===== config.mk =====
export PLATFORM = sky130hd
export DESIGN_NAME = piso_serializer
export DESIGN_NICKNAME = d
export VERILOG_FILES = /design/src/rtl/piso_pkg.sv /design/src/rtl/piso_serializer.sv
export SDC_FILE = /design/constraint.sdc
export NUM_CORES = 1
export LEC_CHECK = 0
export BUFFER_PORTS_ARGS = -buffer_cell sky130_fd_sc_hd__buf_2
export CAP_MARGIN = 5
export CORE_MARGIN = 2
export CORE_UTILIZATION = 45
export CTS_CLUSTER_SIZE = 16
export DETAILED_ROUTE_END_ITERATION = 12
export GPL_ROUTABILITY_DRIVEN = 1
export PLACE_DENSITY = 0.7
export SLEW_MARGIN = 20
export SYNTH_ARGS = -nofsm -noshare
export SYNTH_HDL_FRONTEND = slang
export SYNTH_SLANG_ARGS = --single-unit

===== constraint.sdc =====
create_clock -name clk -period 1.7 [get_ports clk]
set_input_delay 0.34 -clock clk [delete_from_list [all_inputs] [get_ports clk]]
set_output_delay 0.34 -clock clk [all_outputs]
set_load 0.03 [all_outputs]

===== src/rtl/piso_pkg.sv =====
// Shared definitions for the parallel-in / serial-out serializer.
// Holds the FSM state encoding and the default word width.
package piso_pkg;

  localparam int DEFAULT_WIDTH = 8;

  typedef enum logic [1:0] {
    IDLE   = 2'd0,
    SHIFT  = 2'd1,
    PARITY = 2'd2
  } state_t;

endpackage


===== src/rtl/piso_serializer.sv =====
// Parallel-in / serial-out serializer with a valid/ready load port and a
// bit-rate strobe (shift_en). The first bit appears one cycle after the word
// is accepted. A new word may be accepted in the final-bit cycle, so
// consecutive words stream out with no gap.
// Optional feature: define PISO_PARITY_EN to append one even-parity bit
// (XOR of the data bits) after every word.
module piso_serializer
  import piso_pkg::*;
#(
  parameter int WIDTH     = DEFAULT_WIDTH,
  parameter bit MSB_FIRST = 1'b1
) (
  input  logic             clk,
  input  logic             reset,
  input  logic             load_valid,
  input  logic [WIDTH-1:0] load_data,
  output logic             load_ready,
  input  logic             shift_en,
  output logic             data_out,
  output logic             data_out_valid,
  output logic             busy
);

  localparam int            CW   = $clog2(WIDTH);
  localparam logic [CW-1:0] LAST = CW'(WIDTH - 1);

  state_t           state;
  logic [WIDTH-1:0] sreg;
  logic [CW-1:0]    cnt;
  logic             last_bit;
  logic             accept;
  logic             first_bit;
  logic             next_bit;
`ifdef PISO_PARITY_EN
  logic             par;
`endif

  assign last_bit  = (state == SHIFT) && (cnt == LAST);
  assign accept    = load_valid && load_ready;
  assign first_bit = MSB_FIRST ? load_data[WIDTH-1] : load_data[0];
  // sreg still holds the bit currently on data_out at its head, so the
  // upcoming bit is the neighbour of the head.
  assign next_bit  = MSB_FIRST ? sreg[WIDTH-2] : sreg[1];
  assign busy      = (state != IDLE);

  // Ready in IDLE, or in the final-bit cycle when that bit retires this edge.
`ifdef PISO_PARITY_EN
  assign load_ready = (state == IDLE) || ((state == PARITY) && shift_en);
`else
  assign load_ready = (state == IDLE) || (last_bit && shift_en);
`endif

  // FSM, bit counter, shift register and registered serial outputs.
  always_ff @(posedge clk or posedge reset) begin
    if (reset) begin
      state          <= IDLE;
      cnt            <= '0;
      sreg           <= '0;
      data_out       <= 1'b0;
      data_out_valid <= 1'b0;
`ifdef PISO_PARITY_EN
      par            <= 1'b0;
`endif
    end else if (accept) begin
      // Accept wins in every state where it can happen (IDLE or final bit).
      state          <= SHIFT;
      cnt            <= '0;
      sreg           <= load_data;
      data_out       <= first_bit;
      data_out_valid <= 1'b1;
`ifdef PISO_PARITY_EN
      par            <= ^load_data;
`endif
    end else begin
      case (state)
        SHIFT: begin
          if (shift_en) begin
            if (cnt == LAST) begin
              cnt <= '0;
`ifdef PISO_PARITY_EN
              state    <= PARITY;
              data_out <= par;
`else
              state          <= IDLE;
              data_out       <= 1'b0;
              data_out_valid <= 1'b0;
`endif
            end else begin
              cnt      <= cnt + 1'b1;
              sreg     <= MSB_FIRST ? (sreg << 1) : (sreg >> 1);
              data_out <= next_bit;
            end
          end
        end
`ifdef PISO_PARITY_EN
        PARITY: begin
          if (shift_en) begin
            state          <= IDLE;
            data_out       <= 1'b0;
            data_out_valid <= 1'b0;
          end
        end
`endif
        default: ;
      endcase
    end
  end

endmodule


Yosys cells after proc, flatten, opt, wreduce, memory -nomap -nowiden
Index checks and enable logic that the tools add are counted.
{ "word_totals": {"ff_bits": 14, "inputBits": 12, "output_inout_bits": 4, "wordCells": 41} }
{ "op_classes": {"n_addsub": 1, "n_eq_ne": 3, "mux": 20, "reduce_logical": 12} }
{ "ops": {"columns": ["operator", "n"], "rows": [
  ["two-way mux 7 bit", 4],
  ["two-way mux 3 bit", 4],
  ["two-way mux 1 bit", 8],
  ["two-way mux 2 bit", 4],
  ["nonzero test 2 bit", 4],
  ["AND reduction 3 bit", 2],
  ["adder 3 x 1 -> 3 bit, second input constant", 1],
  ["equality test 3 bit, second input constant", 1],
  ["logical AND 1 bit", 3],
  ["equality test 2 x 1 -> 1 bit, second input constant", 1],
  ["zero test 2 bit", 1],
  ["!= test 2 bit, second input constant", 1],
  ["AND reduction 2 bit", 1],
  ["logical OR 1 bit", 1]
]} }

Depth between registers and ports, before layout
{ "logic_depth": {"word_depth": 7, "depth_mapped": 6, "depth_no_buf": 5} }

Worst setup path after synthesis
No wires, ideal clock.
{ "synth_path": {"path_kind": "register to register", "startpoint": "reg cnt[0]", "endpoint": "reg sreg[4]", "setup_ns": 0.111, "arrival_time_ns": 1.630, "t_required_ns": 1.589, "setup_slack_ns": -0.041, "path_stages_with_launch": 7, "n_path_buf": 1, "period_less_slack_ns": 1.741, "cell_sequence": "dfrtp_1 -> ha_1 -> ha_1 -> a21bo_4 -> and2_4 -> buf_6 -> a222oi_1"} }
{ "synth_via": {"elab_chain_len": 7, "elab_cells_between_ends": 10, "cone_classes": "eq/ne (2); mux (1); reduce/logical (7)"} }
{ "synth_rtl": {"columns": ["element", "line", "rtl"], "rows": [
  ["from (decl)", "piso_serializer.sv:29", "logic [CW-1:0] cnt;"],
  ["from (signal assigned)", "piso_serializer.sv:89", "cnt <= cnt + 1'b1;"],
  ["equality test 3 bit (*)", "piso_serializer.sv:38", "assign last_bit = (state == SHIFT) && (cnt == LAST);"],
  ["logical AND 1 bit (*)", "piso_serializer.sv:38", null],
  ["logical AND 1 bit (*)", "piso_serializer.sv:50", "assign load_ready = (state == IDLE) || (last_bit && shift_en);"],
  ["logical OR 1 bit (*)", "piso_serializer.sv:50", null],
  ["net load_ready", "piso_serializer.sv:17", "output logic load_ready,"],
  ["logical AND 1 bit (*)", "piso_serializer.sv:39", "assign accept = load_valid && load_ready;"],
  ["!= test 2 bit (no line) or nonzero test 2 bit (tied branches)", null, null],
  ["AND reduction 3 bit (no line)", null, null],
  ["to (signal assigned)", "piso_serializer.sv:68", "sreg <= load_data;"],
  ["to (signal assigned)", "piso_serializer.sv:90", "sreg <= MSB_FIRST ? (sreg << 1) : (sreg >> 1);"],
  ["to (decl)", "piso_serializer.sv:28", "logic [WIDTH-1:0] sreg;"]
]} }
Mark *: on every way through the listed nets, which the timed path passes. The rest lies on a longest branch.
A chain may end at the register's enable or synchronous reset.

Worst setup path after layout
{ "layout_path": {"startpoint": "reg cnt[1]", "endpoint": "out load_ready"} }
{ "layout_via": {"elab_chain_len": 4} }
{ "layout_rtl": {"columns": ["element", "line"], "rows": [
  ["equality test 3 bit", "piso_serializer.sv:38"],
  ["logical AND 1 bit", "piso_serializer.sv:38"],
  ["logical AND 1 bit", "piso_serializer.sv:50"],
  ["logical OR 1 bit", "piso_serializer.sv:50"],
  ["to (decl)", "piso_serializer.sv:17"]
]} }
No other way between the ends.

==> flow_summary.json <==
{
  "ys_types": 25,
  "yosysWarnings": 0,
  "grt_max_degree": 14,
  "layout.nets": 105,
  "postSynthCellCount": 70,
  "synth_edf_count": 0,
  "finalClockSkew_ns": 0.00410,
  "vias": 592,
  "cp_slowest_stage_delay_ns": 0.39,
  "viasPerCell": 5.69,
  "area_growth_pct": 23.2,
  "cts_hold_buf": 0,
  "tns_ns": -0.00613,
  "cp_slowest_cell": "dfrtp_1",
  "path_cells": "ha_2 > ha_4 > a21bo_4 > buf_6",
  "period_share_pct": 100,
  "grt_pass1_wl_mm": 2.43,
  "ir_drop_uv": 665,
  "clkLatencyLatePin_ns": 0.27,
  "cp-start-kind": "register",
  "cts_tree": "done",
  "drive_above_1_share_pct": 31.5,
  "worst_slew_pin_slew_ns": 0.459,
  "synthTopCellsByArea": "dfrtp_1 46%, a222oi_1 7.6%, inv_1 6.8%, o22ai_1 4.7%, nand2_1 4.6%",
  "start_util_pct": 49.4,
  "core_area_um2": 1330,
  "rows": 13,
  "dpl_cell_area_um2": 733,
  "numPortBuffers": 15,
  "die_w_um": 42.3,
  "status": "finished with violations",
  "ios": 16,
  "htreeDepth": 1,
  "drt_wl_total_mm": 1.41,
  "drcViolationCount": 0,
  "synth_top_area_cell": "dfrtp_1",
  "cp_max_fo": 3,
  "synth_ff_type": "dfrtp_1",
  "clockBufferDepth": 2,
  "first_iter_violations": 33,
  "fill_cells": 120,
  "grtUsageTotal_pct": 18.5,
  "grt_pass1_vias": 534,
  "drt-pass1-iter-count": 4,
  "cap_violations": 0,
  "crit_required_ns": 1.36,
  "syn-cell-area_um2": 659,
  "numCtsBuffers": 3,
  "synthArstFlopShare_pct": 100,
  "post_drt_wl_per_cell_um": 13.6,
  "cp.arrival_ns": 1.37,
  "hold_class": "in2async",
  "postLayoutCoreUtil_pct": 60.9,
  "powerDensity_nw_per_um2": 1350,
  "hold_violations": 0,
  "crit_type": "reg2out",
  "syn_nets": 84,
  "r2r_end": "sreg[5]",
  "path_clk_slew_ns": 0.07,
  "synth.top_cells.by_count": "12 x dfrtp_1, 12 x inv_1, 8 x nand2_1",
  "critPathCaptureType": "primary output",
  "antenna_found_initial": 0,
  "rsz0062_at_grt": "yes",
  "root_buffer": "clkbuf_4",
  "relSlewSlack_pct": 69.3,
  "finalMaxSlewViolations": 0,
  "synth_top_area_share_pct": 45.5,
  "place_ws_ns": 0.0398,
  "grt_overflow": 0,
  "num_antenna_cells": 0,
  "max_freq_mhz": 586,
  "ys_seq_elements": 12,
  "setup_viol_count_final": 1,
  "r2r_slack_ns": 0.11,
  "p_total_mw": 1.10,
  "dp_hpwl_um": 983,
  "gp_congestion": 0.789,
  "drtAntennaViolNets": 0,
  "leakagePower_nw": 0.419,
  "period_needed_ns": 1.71,
  "violations": "setup timing",
  "reg2regPathDepth": 5,
  "synth_seq_area_share_pct": 45.5,
  "design_area_um2": 812,
  "die_h_um": 42.3,
  "fin_ws_ns": -0.00613,
  "syn_area_per_cell_um2": 9.42,
  "die_area_um2": 1790,
  "r2r_start": "cnt[1]",
  "clock_sinks": 12
}
layout by cell type (no fill, tap or decap), drive strengths merged, types with 2 or more instances in the layout:
cell type | synthesis | routed
nand2b | 2 | 2
o21ai | 3 | 3
a21oi | 2 | 2
a222oi | 5 | 5
dfrtp | 12 | 12
buf | 2 | 21
inv | 12 | 12
o22ai | 5 | 5
nand2 | 8 | 8
clkbuf | 3 | 3
ha | 2 | 2
nand3 | 2 | 2
worst max-delay path, delay by kind of cell (launching register included):
family,cells,cell delay [ns]
buffers and inverters,1,0.13
adders and majority gates,2,0.36
DFF,1,0.39
AOI/OAI and AO/OA,1,0.21
state kept, by name (all words and copies together) (netlist names):
signal and cells:
sreg 7, cnt 3, data_out_valid 1, data_out 1
cells by family after synthesis:
kind of cell,Yosys count,synth area share [%]
AOI/OAI and AO/OA,20,23.9
and+or+nand+nor,18,13.9
buffers and inverters,17,11.4
DFF,12,45.5
adders and majority gates,2,3.79
muxes,1,1.52
worst max-delay path by stage:
stage                     startpoint         end  slack, ns
after floorplan               cnt[0]     sreg[4]      -0.01
after global placement        cnt[0]     sreg[4]        0.1
after detailed placement      cnt[0]     sreg[5]       0.04
after CTS                     cnt[1]  load_ready      -0.01
after global routing          cnt[1]  load_ready      -0.05
final                         cnt[1]  load_ready     -0.006
stage by stage:
stage | hold slack, ns | std cells
6_report | 0.0657 | 104
5_1_grt | 0.105 | 104
4_1_cts | 0.0765 | 103
3_5_place_dp | 0.369 | 96
3_3_place_gp | 0.365 | 96
2_1_floorplan | 0.205 | 70
where the power goes:
part	internal [mW]	switching, mW
clock	0.0819	0.0852
combinational	0.234	0.217
sequential	0.395	0.0834
total	0.711	0.385
final cells by class:
cell class | instances | area (um^2) | area share (%)
inverters | 12 | 45.0 | 5.55
well taps | 15 | 18.8 | 2.31
clock buffers | 3 | 22.5 | 2.77
repair buffers | 21 | 126 | 15.6
flip-flops and latches | 12 | 300 | 37.0
multi-input cells | 41 | 299 | 36.8
metal layers:
layer | GRT usage [%] | share of wire [%] | wire length [um]
met4 | 7.50 | 0.99 | 14
met3 | 8.62 | 7.4 | 104
met2 | 27.7 | 49 | 691
met5 | 0 | 0 | 0
met1 | 23.0 | 43 | 602
what timing repair did:
item                                    CTS  global route
endpoints found under the setup margin    1             1
pin swaps                                 2             0
setup buffers                             4             1
gates resized for setup                   4             0
(Power assumes the default switching activity.)
